**src/rtl/data_sram_bridge.sv**
```systemverilog
// Bridges the core's fixed-latency data SRAM port onto a req/addr_ok/data_ok bus and stalls the core.
// Define DATA_SRAM_BRIDGE_PERF_EN to add the handshake and stall performance counters.
module data_sram_bridge #(
  parameter int unsigned TIMEOUT_CYCLES = 0
) (
  input  logic        clk,
  input  logic        rst,
  input  logic        core_en,
  input  logic [3:0]  core_wen,
  input  logic [31:0] core_addr,
  input  logic [31:0] core_wdata,
  output logic [31:0] core_rdata,
  output logic        core_stall,
  output logic        bus_req,
  output logic        bus_wr,
  output logic [1:0]  bus_size,
  output logic [31:0] bus_addr,
  output logic [31:0] bus_wdata,
  input  logic        bus_addr_ok,
  input  logic        bus_data_ok,
  input  logic [31:0] bus_rdata,
  output logic        bus_err,
  output logic [31:0] perf_req_cnt,
  output logic [31:0] perf_stall_cnt
);

  typedef enum logic [1:0] {StIdle, StReq, StWait, StDone} state_e;

  state_e      state_q, state_d;
  logic        req_wr_q;
  logic [1:0]  req_size_q;
  logic [31:0] req_addr_q, req_wdata_q;
  logic [31:0] rdata_q, rdata_d;
  logic        err_q, err_d;
  logic [31:0] timer_q, timer_d;
  logic        latch_req;
  logic        timeout_hit;
  logic        enc_wr;
  logic [1:0]  enc_size;
  logic [1:0]  enc_low;

  // Map byte enables to bus size and the low address bits of the first enabled lane.
  always_comb begin
    enc_wr   = |core_wen;
    enc_size = 2'd2;
    enc_low  = 2'b00;
    case (core_wen)
      4'b0011: begin enc_size = 2'd1; enc_low = 2'b00; end
      4'b1100: begin enc_size = 2'd1; enc_low = 2'b10; end
      4'b0001: begin enc_size = 2'd0; enc_low = 2'b00; end
      4'b0010: begin enc_size = 2'd0; enc_low = 2'b01; end
      4'b0100: begin enc_size = 2'd0; enc_low = 2'b10; end
      4'b1000: begin enc_size = 2'd0; enc_low = 2'b11; end
      default: begin enc_size = 2'd2; enc_low = 2'b00; end
    endcase
  end

  assign timeout_hit = (TIMEOUT_CYCLES != 0) && (timer_q == TIMEOUT_CYCLES - 1);

  always_comb begin
    state_d    = state_q;
    rdata_d    = rdata_q;
    err_d      = err_q;
    latch_req  = 1'b0;
    core_stall = 1'b0;
    bus_req    = 1'b0;
    unique case (state_q)
      StIdle: begin
        if (core_en) begin
          latch_req  = 1'b1;
          core_stall = 1'b1;
          state_d    = StReq;
        end
      end
      StReq: begin
        bus_req    = 1'b1;
        core_stall = 1'b1;
        if (bus_addr_ok) begin
          if (bus_data_ok) begin
            state_d = StDone;
            if (!req_wr_q) rdata_d = bus_rdata;
          end else begin
            state_d = StWait;
          end
        end else if (timeout_hit) begin
          err_d   = 1'b1;
          state_d = StDone;
          if (!req_wr_q) rdata_d = 32'hDEAD_BEEF;
        end
      end
      StWait: begin
        core_stall = 1'b1;
        if (bus_data_ok) begin
          state_d = StDone;
          if (!req_wr_q) rdata_d = bus_rdata;
        end else if (timeout_hit) begin
          err_d   = 1'b1;
          state_d = StDone;
          if (!req_wr_q) rdata_d = 32'hDEAD_BEEF;
        end
      end
      StDone: state_d = StIdle;
      default: state_d = StIdle;
    endcase
    // Keep the stall low while reset is held even if the core still shows an access.
    core_stall = core_stall & rst;
  end

  assign timer_d = (state_d != state_q) ? 32'd0 : timer_q + 32'd1;

  always_ff @(posedge clk or negedge rst) begin
    if (!rst) begin
      state_q     <= StIdle;
      req_wr_q    <= 1'b0;
      req_size_q  <= 2'd0;
      req_addr_q  <= 32'd0;
      req_wdata_q <= 32'd0;
      rdata_q     <= 32'd0;
      err_q       <= 1'b0;
      timer_q     <= 32'd0;
    end else begin
      state_q <= state_d;
      rdata_q <= rdata_d;
      err_q   <= err_d;
      timer_q <= timer_d;
      if (latch_req) begin
        req_wr_q    <= enc_wr;
        req_size_q  <= enc_size;
        req_addr_q  <= {core_addr[31:2], enc_low};
        req_wdata_q <= core_wdata;
      end
    end
  end

  assign bus_wr     = req_wr_q;
  assign bus_size   = req_size_q;
  assign bus_addr   = req_addr_q;
  assign bus_wdata  = req_wdata_q;
  assign core_rdata = rdata_q;
  assign bus_err    = err_q;

`ifdef DATA_SRAM_BRIDGE_PERF_EN
  logic [31:0] perf_req_q, perf_stall_q;

  always_ff @(posedge clk or negedge rst) begin
    if (!rst) begin
      perf_req_q   <= 32'd0;
      perf_stall_q <= 32'd0;
    end else begin
      if (bus_req && bus_addr_ok) perf_req_q <= perf_req_q + 32'd1;
      if (core_stall) perf_stall_q <= perf_stall_q + 32'd1;
    end
  end

  assign perf_req_cnt   = perf_req_q;
  assign perf_stall_cnt = perf_stall_q;
`else
  assign perf_req_cnt   = 32'd0;
  assign perf_stall_cnt = 32'd0;
`endif

endmodule

```
**config.mk**
```make
export PLATFORM = sky130hd
export DESIGN_NAME = data_sram_bridge
export DESIGN_NICKNAME = d
export VERILOG_FILES = /design/src/rtl/data_sram_bridge.sv
export SDC_FILE = /design/constraint.sdc
export NUM_CORES = 1
export LEC_CHECK = 0
export ABC_AREA = 1
export BUFFER_PORTS_ARGS = -buffer_cell sky130_fd_sc_hd__buf_2
export CORE_MARGIN = 4
export CORE_UTILIZATION = 40
export DETAILED_ROUTE_END_ITERATION = 6
export GPL_TIMING_DRIVEN = 0
export PLACE_DENSITY = 0.77
export SETUP_SLACK_MARGIN = 0.3
export SYNTH_ARGS = -nofsm -noshare
export SYNTH_HDL_FRONTEND = slang
export SYNTH_SLANG_ARGS = --single-unit
```
**constraint.sdc**
```tcl
create_clock -name clk -period 1.5 [get_ports clk]
set_input_delay 0.3 -clock clk [delete_from_list [all_inputs] [get_ports clk]]
set_output_delay 0.3 -clock clk [all_outputs]
set_load 0.01 [all_outputs]
```
==> results of run 1 <==
cells by family (layout without fill, tap and decap cells):
logic type | count (synthesis) | after routing | synth area share
other | 1 | 65 | 0.000810
AO/OA/AOI/OAI | 3 | 3 | 0.00324
buffers and inverters | 100 | 395 | 0.153
AND/OR/NAND/NOR | 327 | 327 | 0.284
flip-flops | 101 | 101 | 0.546
adder cells (fa/ha/maj) | 5 | 5 | 0.0135
report_power, final:
part           internal [W]  switching [W]
registers           0.00401       0.000868
clock network       0.00116        0.00110
logic               0.00450        0.00425
sequential cells by signal, summed over array words and instances, names as in the netlist:
register,flops
core_rdata,32
bus_wr,1
bus_addr,32
bus_size,2
state_q,2
bus_wdata,32
how the worst max path moves through the flow:
stage	startpoint	endpoint	cells past startpoint
after floorplan	state_q[0]	core_stall	7
after global placement	rst	core_stall	4
after detailed placement	state_q[0]	core_stall	8
after CTS	state_q[0]	core_stall	8
after global routing	state_q[1]	core_stall	8
final	state_q[1]	core_stall	8
metal layers:
layer / track usage / vias up
met5: 0 / -
met4: 0.0387 / 0
met3: 0.0449 / 13
met2: 0.323 / 156
met1: 0.238 / 2061
li1: - / 2229
worst max-delay path: stages, from the launching register on:
cell and delay, ps:
dfrtp_1 400, inv_2 90, ha_4 150, nand2_4 60, inv_4 60, buf_8 90, o21ai_2 40, nor2_1 110
buf_2 150
cell type report:
type / count / area share
Sequential cell: 101 / 0.315
Multi-Input combinational cell: 400 / 0.283
Timing Repair Buffer: 279 / 0.241
Buffer: 88 / 0.0982
Clock buffer: 10 / 0.0285
Tap cell: 143 / 0.0223
Clock inverter: 6 / 0.00700
Inverter: 12 / 0.00591
timing repair:
action,in CTS,in global routing
buffers inserted,16,47
gates cloned,11,1
resized for setup,88,170
pin swaps,17,43
setup endpoints to repair,105,161
placed cells by master (no fill, tap or decap), drive strengths merged:
cell	instances
buf	365
clkbuf	12
clkinv	2
clkinvlp	1
conb	65
dfrtp	101
ha	5
inv	15
nand2	282
nand3	37
nand3b	1
nor2	6
o21ai	3
or2	1
through the flow:
step,util,setup slack (ps)
floorplan,-,88.5
global placement,0.537,-1390
detailed placement,0.539,-131
CTS,0.622,-290
global route,0.707,-399
finish,0.707,-276
==> impl_results.md, run 1 <==
* Status: finished with violations
* Failing checks: negative hold slack, negative setup slack
* Post-DP Area at approximately 6100 um2
* Hold slack at -8.88 ps
* Num rows at 39
* Path type of the worst min-delay path: in -> async
* Post-synth EDFFs at 0
* FFs w/ async S/R, synth at 1.00
* Share of cells above drive strength 1 at 0.604
* Met3 wire length at 1060 um
* Most common cell in the netlist: nand2_1
* Largest net degree at the start of global routing at between 50 and 60
* Filler cells at 899
* Tightest Pin Transition at roughly 700 ps
* Die Y-Extent at around 120 um
* Final Cell Area at ~8000 um2
* Reg2reg path depth at 11
* Min Tclk post-route at 1780 ps
* CTS root buf: clkbuf_16
* Fin nets at 1,001
* Worst Path Max Fanout at 2
* Synth cell count leaders: 277 x nand2_1, 101 x dfrtp_1, 70 x buf_4
* Vias in the first global route at a little over 4k
* RSZ-0062 raised after global routing: yes
* Cell count after synthesis at between 500 and 600
* Later-pin clock latency in the skew report at 340 ps
* Routed Antenna Nets at 0
* Worst reg-to-reg setup slack at -170 ps
* Seq. cell area at approximately 2500 um2
* Crit path arrival time at approximately 1500 ps
* # hold bufs at CTS at 0
* Final worst-path cycle share at 1.18
* Non-filler cells, final at 1,039
* Main area contributors after synthesis: dfrtp_1 55%, nand2_1 22%, buf_4 11%
* Share of the synthesized area in the top cell type at 0.546
* Total grt overflow at 0
* Final worst setup slack at -276 ps
* Multi-input logic area at 2280 um2
* DP Cell Count at 948
* Req. time, crit path at about 1200 ps
* Unique masters post-synth at 19
* Number of max-cap violations at 0
* Final GP Congestion at around 0.75
* Static leakage at approximately 4.6 nW
* Max Clock Skew at 13.7 ps
* Top_reg_cell synth: dfrtp_1
* Final Hold Viols at 3
* M1 WL at approximately 5500 um
* Number of port buffers at between 200 and 250
* Post-synthesis sequential area ratio at 0.546
* Post-Syn Area at between 4000 and 5000 um2
* Pre-antenna DRT Iters at 4
* Max clock buf depth at 2
* FF-to-FF Start: state_q[1]
* First-pass GRT wire length at roughly 20,000 um
* Reg-to-Reg End: bus_wdata[8]
* Met2 wire length at 7390 um
* CTS tree: yes
* Ys Warns at 0
* Final wirelength at 14,100 um
* WL/cell at 13.5 um
* Initial antenna violation count at 0
* P&R area growth vs syn at 73.6%
* Vias per inst at around 4.3
* Relative slew slack at 0.538
* # clock sinks at 101
* Synthesized area per cell at roughly 8.6 um2
* Total global routing track utilization at 0.186
* Setup violations, final at 56
* Endpoint class of the critical path: primary output
* H-tree lvl count at 3
* Io pins at 271
* Post-DP HPWL at roughly 9000 um
* Critical path type: reg -> out
* CP startpoint kind: register
* PwrDens at ~2000 nW/um2
* Die area at 13,400 um2
* Fmax at 563 MHz
* Max-slew violation count at 0
* Worst-path clk slew at 70 ps
* Drt drc at 0
* Core Area at ~11,000 um2
* Vias at 4,459
* Highest routed metal layer: met4
* Worst vdd ir at ~1.1 mV
* Die width at about 120 um
* Power Total at 0.0159 W
* Initial Utilization at 0.407
* Num CTS Buffers at 9
* Seq cells post-synth at just over 100
* # diodes at 0
* Final TNS setup at -4180 ps
* Leading area contributor after synthesis: dfrtp_1
* Initial detailed-routing violation count at around 240
Power figures use the tool's default switching activity.
==> inputs of run 2 (changes only) <==
CELL_PAD_IN_SITES_DETAIL_PLACEMENT = 1   (was default)
CELL_PAD_IN_SITES_GLOBAL_PLACEMENT = 2   (was default)
CORE_UTILIZATION = 21   (was 40)
PLACE_DENSITY = default   (was 0.77)
PLACE_DENSITY_LB_ADDON = 0.1   (was default)
==> run 2 against run 1 <==
Compared with the run above: the run still ends with negative hold slack, negative setup slack left; non-clock buffer count up 31; count of clock-buffer cells in the layout up 1; total power up 8.0%; critical endpoint unchanged; largest power group unchanged.
==> impl_results.md, run 2 (synthesized netlist as in run 1, its figures left out) <==
* Status: finished with violations
* Failing checks: negative hold slack, negative setup slack
* Final worst-path cycle share at 1.20
* Tightest Pin Transition at 542 ps
* Number of port buffers at 203
* Relative slew slack at 0.639
* # diodes at 0
* Initial detailed-routing violation count at approximately 120
* Final TNS setup at -8650 ps
* Path type of the worst min-delay path: in -> async
* Setup violations, final at 98
* Final Hold Viols at 49
* Num CTS Buffers at 9
* Num rows at 54
* First-pass GRT wire length at approximately 26,000 um
* Fin nets at ~1.0k
* Non-filler cells, final at between 1k and 1.5k
* Drt drc at 0
* Switching pwr at ~0.0065 W
* Crit path largest cell delay at 380 ps
* Post-DP HPWL at between 10,000 and 15,000 um
* Die area at between 20,000 and 25,000 um2
* Fmax at approximately 550 MHz
* Routed Antenna Nets at 0
* Number of max-cap violations at 0
* DP Cell Count at 1,085
* Static leakage at 4.84 nW
* PwrDens at 1980 nW/um2
* CTS root buf: clkbuf_16
* Die Y-Extent at between 150 and 200 um
* H-tree lvl count at 3
* Min Tclk post-route at about 1800 ps
* Total global routing track utilization at 0.132
* Vias at between 4k and 5k
* Initial antenna violation count at 1
* # clock sinks at just over 100
* Int Pwr at around 0.011 W
* Filler cells at about 2.6k
* CP bufs+invs at 4
* Worst-path clk slew at about 70 ps
* Final wirelength at between 15,000 and 20,000 um
* Worst vdd ir at around 0.61 mV
* Commonest non-fill, non-tap cell in the layout: nand2_1
* Io pins at 271
* Largest net degree at the start of global routing at 53
* Share of cells above drive strength 1 at 0.602
* Final core occ at 0.398
* Initial Utilization at 0.213
* CTS tree: yes
* Endpoint class of the critical path: primary output
* Critical path type: reg -> out
* Final worst setup slack at -304 ps
* Hold slack at -106 ps
* Switching Share at 0.379
* Max-slew violation count at 0
* RSZ-0062 raised after global routing: yes
* Max clock buf depth at 2
* Vias in the first global route at 4,718
* P&R area growth vs syn at 86.8%
* Core Area at between 20,000 and 25,000 um2
* Commonest cells after routing, fill and taps aside: 165 x nand2_1, 158 x buf_2, 143 x buf_4
* Max Clock Skew at 9.51 ps
* Worst reg-to-reg setup slack at -180 ps
* Crit path arrival time at about 1500 ps
* Worst Path Max Fanout at 2
* Final GP Congestion at between 0.7 and 0.8
* Req. time, crit path at roughly 1200 ps
* Die width at roughly 160 um
* Clk network pwr share at 0.131
* Crit path cell chain: inv_2, ha_4, nand2_4, clkinv_4, buf_8, o21ai_2, nor2_1, buf_2
* Later-pin clock latency in the skew report at 350 ps
* WL/cell at approximately 14 um
* Vias per inst at between 3 and 4
* Pre-antenna DRT Iters at 4
* Gate family responsible for the most delay along the worst path: flip-flops
* CP startpoint kind: register
* Total grt overflow at 0
* CP max stage cell: dfrtp_1
* Logic pwr share at 0.584
* Register share of total power at 0.286
* Place WS at -180 ps
run 2: cell count changes in the layout (fill, tap and decap cells not counted), moves of 2 or more:
cell     change
inv_8        -2
buf_6       +36
nand3_4      -3
nand2_4      -4
nand3_1      +2
buf_16       +4
buf_2       -34
nand2_2      -7
nand2_1     +11
buf_4       +26
run 2: path summary, 6_finish.rpt:
check                                from              to  cells after the start
setup / recovery               state_q[0]      core_stall                      8
hold / removal                        rst  core_rdata[18]                      1
setup reg to reg               state_q[0]   bus_wdata[13]                     11
hold reg to reg              bus_addr[27]    bus_addr[27]                      2
max in group asynchronous             rst    bus_wdata[7]                      2
min in group clk           core_wdata[10]   bus_wdata[10]                      3
run 2: routing by layer:
metal	share of wire	GRT usage	vias to the layer above
met1	0.40	0.160	2208
met4	0.013	0.0393	2
li1	-	-	2284
met2	0.51	0.224	155
met5	0.00075	0	-
met3	0.077	0.0429	16
run 2: timing repair:
| item | CTS | global route |
|---|---|---|
| gates resized for setup | 109 | 174 |
| pin swaps | 20 | 47 |
| cloned | 12 | 0 |
| hold endpoints to repair | 49 | 49 |
| buffers inserted | 32 | 62 |
| setup endpoints to repair | 145 | 199 |
run 2: cell type report:
type	instances	area (um2)	share of cell area
flip-flops and latches	101	2530	0.292
repair buffers	310	2460	0.285
multi-input cells	400	2210	0.255
plain buffers	88	781	0.0902
well taps	280	350	0.0405
clock buffers	11	233	0.0269
inverters	12	50.0	0.00578
clock inverters	5	37.5	0.00434
run 2: power by group through the flow:
stage,sequential (W),clock (W),combinational [W]
2_1_floorplan,0.00531,0,0.00253
3_3_place_gp,0.00470,0,0.00541
3_5_place_dp,0.00474,0,0.00554
4_1_cts,0.00476,0.00236,0.00773
5_1_grt,0.00506,0.00249,0.0109
6_report,0.00490,0.00224,0.0100
run 2: through the flow:
step	total power, W	instance area [um2]
finish	0.0172	8650
global route	0.0185	8650
global placement	0.0101	6270
CTS	0.0148	7580
detailed placement	0.0103	6310
floorplan	0.00783	4910
==> inputs of run 3 (changes only) <==
MAX_ROUTING_LAYER = met4   (was default)
==> run 3 against run 2 <==
Compared with the run above: cell area decreased by 0.19%; core utilization decreased by 0.075 points; final cell count about the same; die area unchanged; critical endpoint unchanged; clock skew about the same; clock power about the same; sequential power about the same; fmax about the same; the run still ends with negative hold slack, negative setup slack left.
==> impl_results.md, run 3 (synthesized netlist as in run 1, its figures left out) <==
* Max clock buf depth at 2
* Post-DP Area at approximately 6300 um2
* # clock sinks at 101
* Vias per inst at 3.86
* Die width at between 150 and 200 um
* Share of cells above drive strength 1 at 0.601
* Endpoint class of the critical path: primary output
* Setup violations, final at ~100
* Initial Utilization at 0.213
* Vias at about 4.7k
* Int Pwr at 0.0106 W
* Switching pwr at 0.00647 W
* Final GP Congestion at 0.764
* Min Tclk post-route at 1800 ps
* Max-slew violation count at 0
* Pre-antenna DRT Iters at 4
* H-tree lvl count at 3
* Num CTS Buffers at 9
* Fin nets at slightly above 1k
* Final Cell Area at 8640 um2
* Final TNS setup at -8680 ps
* Die Y-Extent at 157 um
* Reg2reg path depth at 11
* Final worst setup slack at -305 ps
* Clk network pwr share at 0.130
* Post-DP HPWL at between 10,000 and 15,000 um
* Routed Antenna Nets at 0
* Logic pwr share at 0.583
* Total grt overflow at 0
* Fmax at around 550 MHz
* Later-pin clock latency in the skew report at roughly 350 ps
* Io pins at around 270
* Final worst-path cycle share at 1.20
* Final Hold Viols at 49
* Number of port buffers at 203
* Initial antenna violation count at 1
* Number of max-cap violations at 0
* Commonest non-fill, non-tap cell in the layout: nand2_1
* PwrDens at 1980 nW/um2
* Worst-path clk slew at around 70 ps
* Total global routing track utilization at 0.136
* Num rows at 54
* RSZ-0062 raised after global routing: yes
* Worst Path Max Fanout at 2
* Switching Share at 0.378
* Drt drc at 0
* Max Clock Skew at roughly 9.8 ps
* Static leakage at just under 5 nW
* Crit path arrival time at approximately 1500 ps
* Hold slack at -104 ps
* Tightest Pin Transition at around 540 ps
* WL/cell at about 14 um
* Critical path type: reg -> out
* Largest net degree at the start of global routing at 53
* Req. time, crit path at 1200 ps
* First-pass GRT wire length at roughly 25,000 um
* P&R area growth vs syn at 86.4%
* Register share of total power at 0.286
* Path type of the worst min-delay path: in -> async
* Worst vdd ir at just over 0.6 mV
* Failing checks: negative hold slack, negative setup slack
* Initial detailed-routing violation count at 106
* CTS tree: yes
* CTS root buf: clkbuf_16
* Relative slew slack at 0.643
* Final wirelength at between 15,000 and 20,000 um
* Commonest cells after routing, fill and taps aside: 166 x nand2_1, 159 x buf_2, 143 x buf_4
* Status: finished with violations
* Die area at around 24,000 um2
* Core Area at around 22,000 um2
* Vias in the first global route at approximately 4.7k
* CP startpoint kind: register
## run 3: cell count changes in the layout (fill, tap and decap cells not counted), sizes merged
cell / delta
diode: +1
## run 3: final timing paths
| path | startpoint | end | slack, ps |
|---|---|---|---|
| max reg2reg | state_q[0] | bus_wdata[13] | -180 |
| min reg2reg | bus_wdata[13] | bus_wdata[13] | 480 |
| max in group asynchronous | rst | bus_addr[7] | 950 |
| min in group clk | core_wdata[10] | bus_wdata[10] | 150 |
| max | state_q[0] | core_stall | -300 |
| min | rst | core_rdata[18] | -100 |
## run 3: layout make-up
cell class / count / area [um2]
tap: 280 / 350
clock buffer: 11 / 233
inverter: 12 / 50.0
clock inverter: 5 / 37.5
sequential: 101 / 2530
timing repair buffer: 310 / 2460
buffer: 88 / 776
multi-input combinational: 400 / 2200
fill: 2593 / 13100
antenna: 1 / 2.50
## run 3: worst max-delay path, cell delays in order, from the launching register on
cell,delay (ps)
dfrtp_1,380
inv_2,70
ha_4,160
nand2_4,80
clkinv_4,60
buf_8,110
o21ai_2,90
nor2_1,50
buf_2,140
## run 3: per-stage QoR
stage | total power (W) | hold slack [ps] | cells | util | worst slack [ps]
after detailed placement | 0.0103 | 296 | 1085 | 0.290 | -180
after floorplan | 0.00783 | 4.41 | 601 | - | 88.5
after CTS | 0.0148 | -87.1 | 1145 | 0.348 | -341
after global routing | 0.0184 | -64.5 | 1208 | 0.397 | -390
after global placement | 0.0101 | 449 | 1084 | 0.288 | -1590
final | 0.0171 | -104 | 1208 | 0.397 | -305
## run 3: repair_timing
action                     CTS  global route
setup buffers               32            62
gates cloned                12             0
pin swaps                   20            47
hold endpoints to repair    49            49
setup endpoints to repair  145           199
gates resized for setup    109           170
## run 3: per-layer routing
metal  routed length [um]  vias up  GRT usage
met4                  235        0     0.0393
li1                     -     2284          -
met3                 1290       14     0.0401
met2                 8840      155      0.224
met1                 6870     2213      0.162
met5                    0        -          -
## run 3: power by group through the flow
stage | combinational, W | clock, W | sequential [W]
global placement | 0.00541 | 0 | 0.00470
detailed placement | 0.00554 | 0 | 0.00474
CTS | 0.00773 | 0.00236 | 0.00476
global route | 0.0109 | 0.00248 | 0.00506
finish | 0.00997 | 0.00223 | 0.00490
floorplan | 0.00253 | 0 | 0.00531
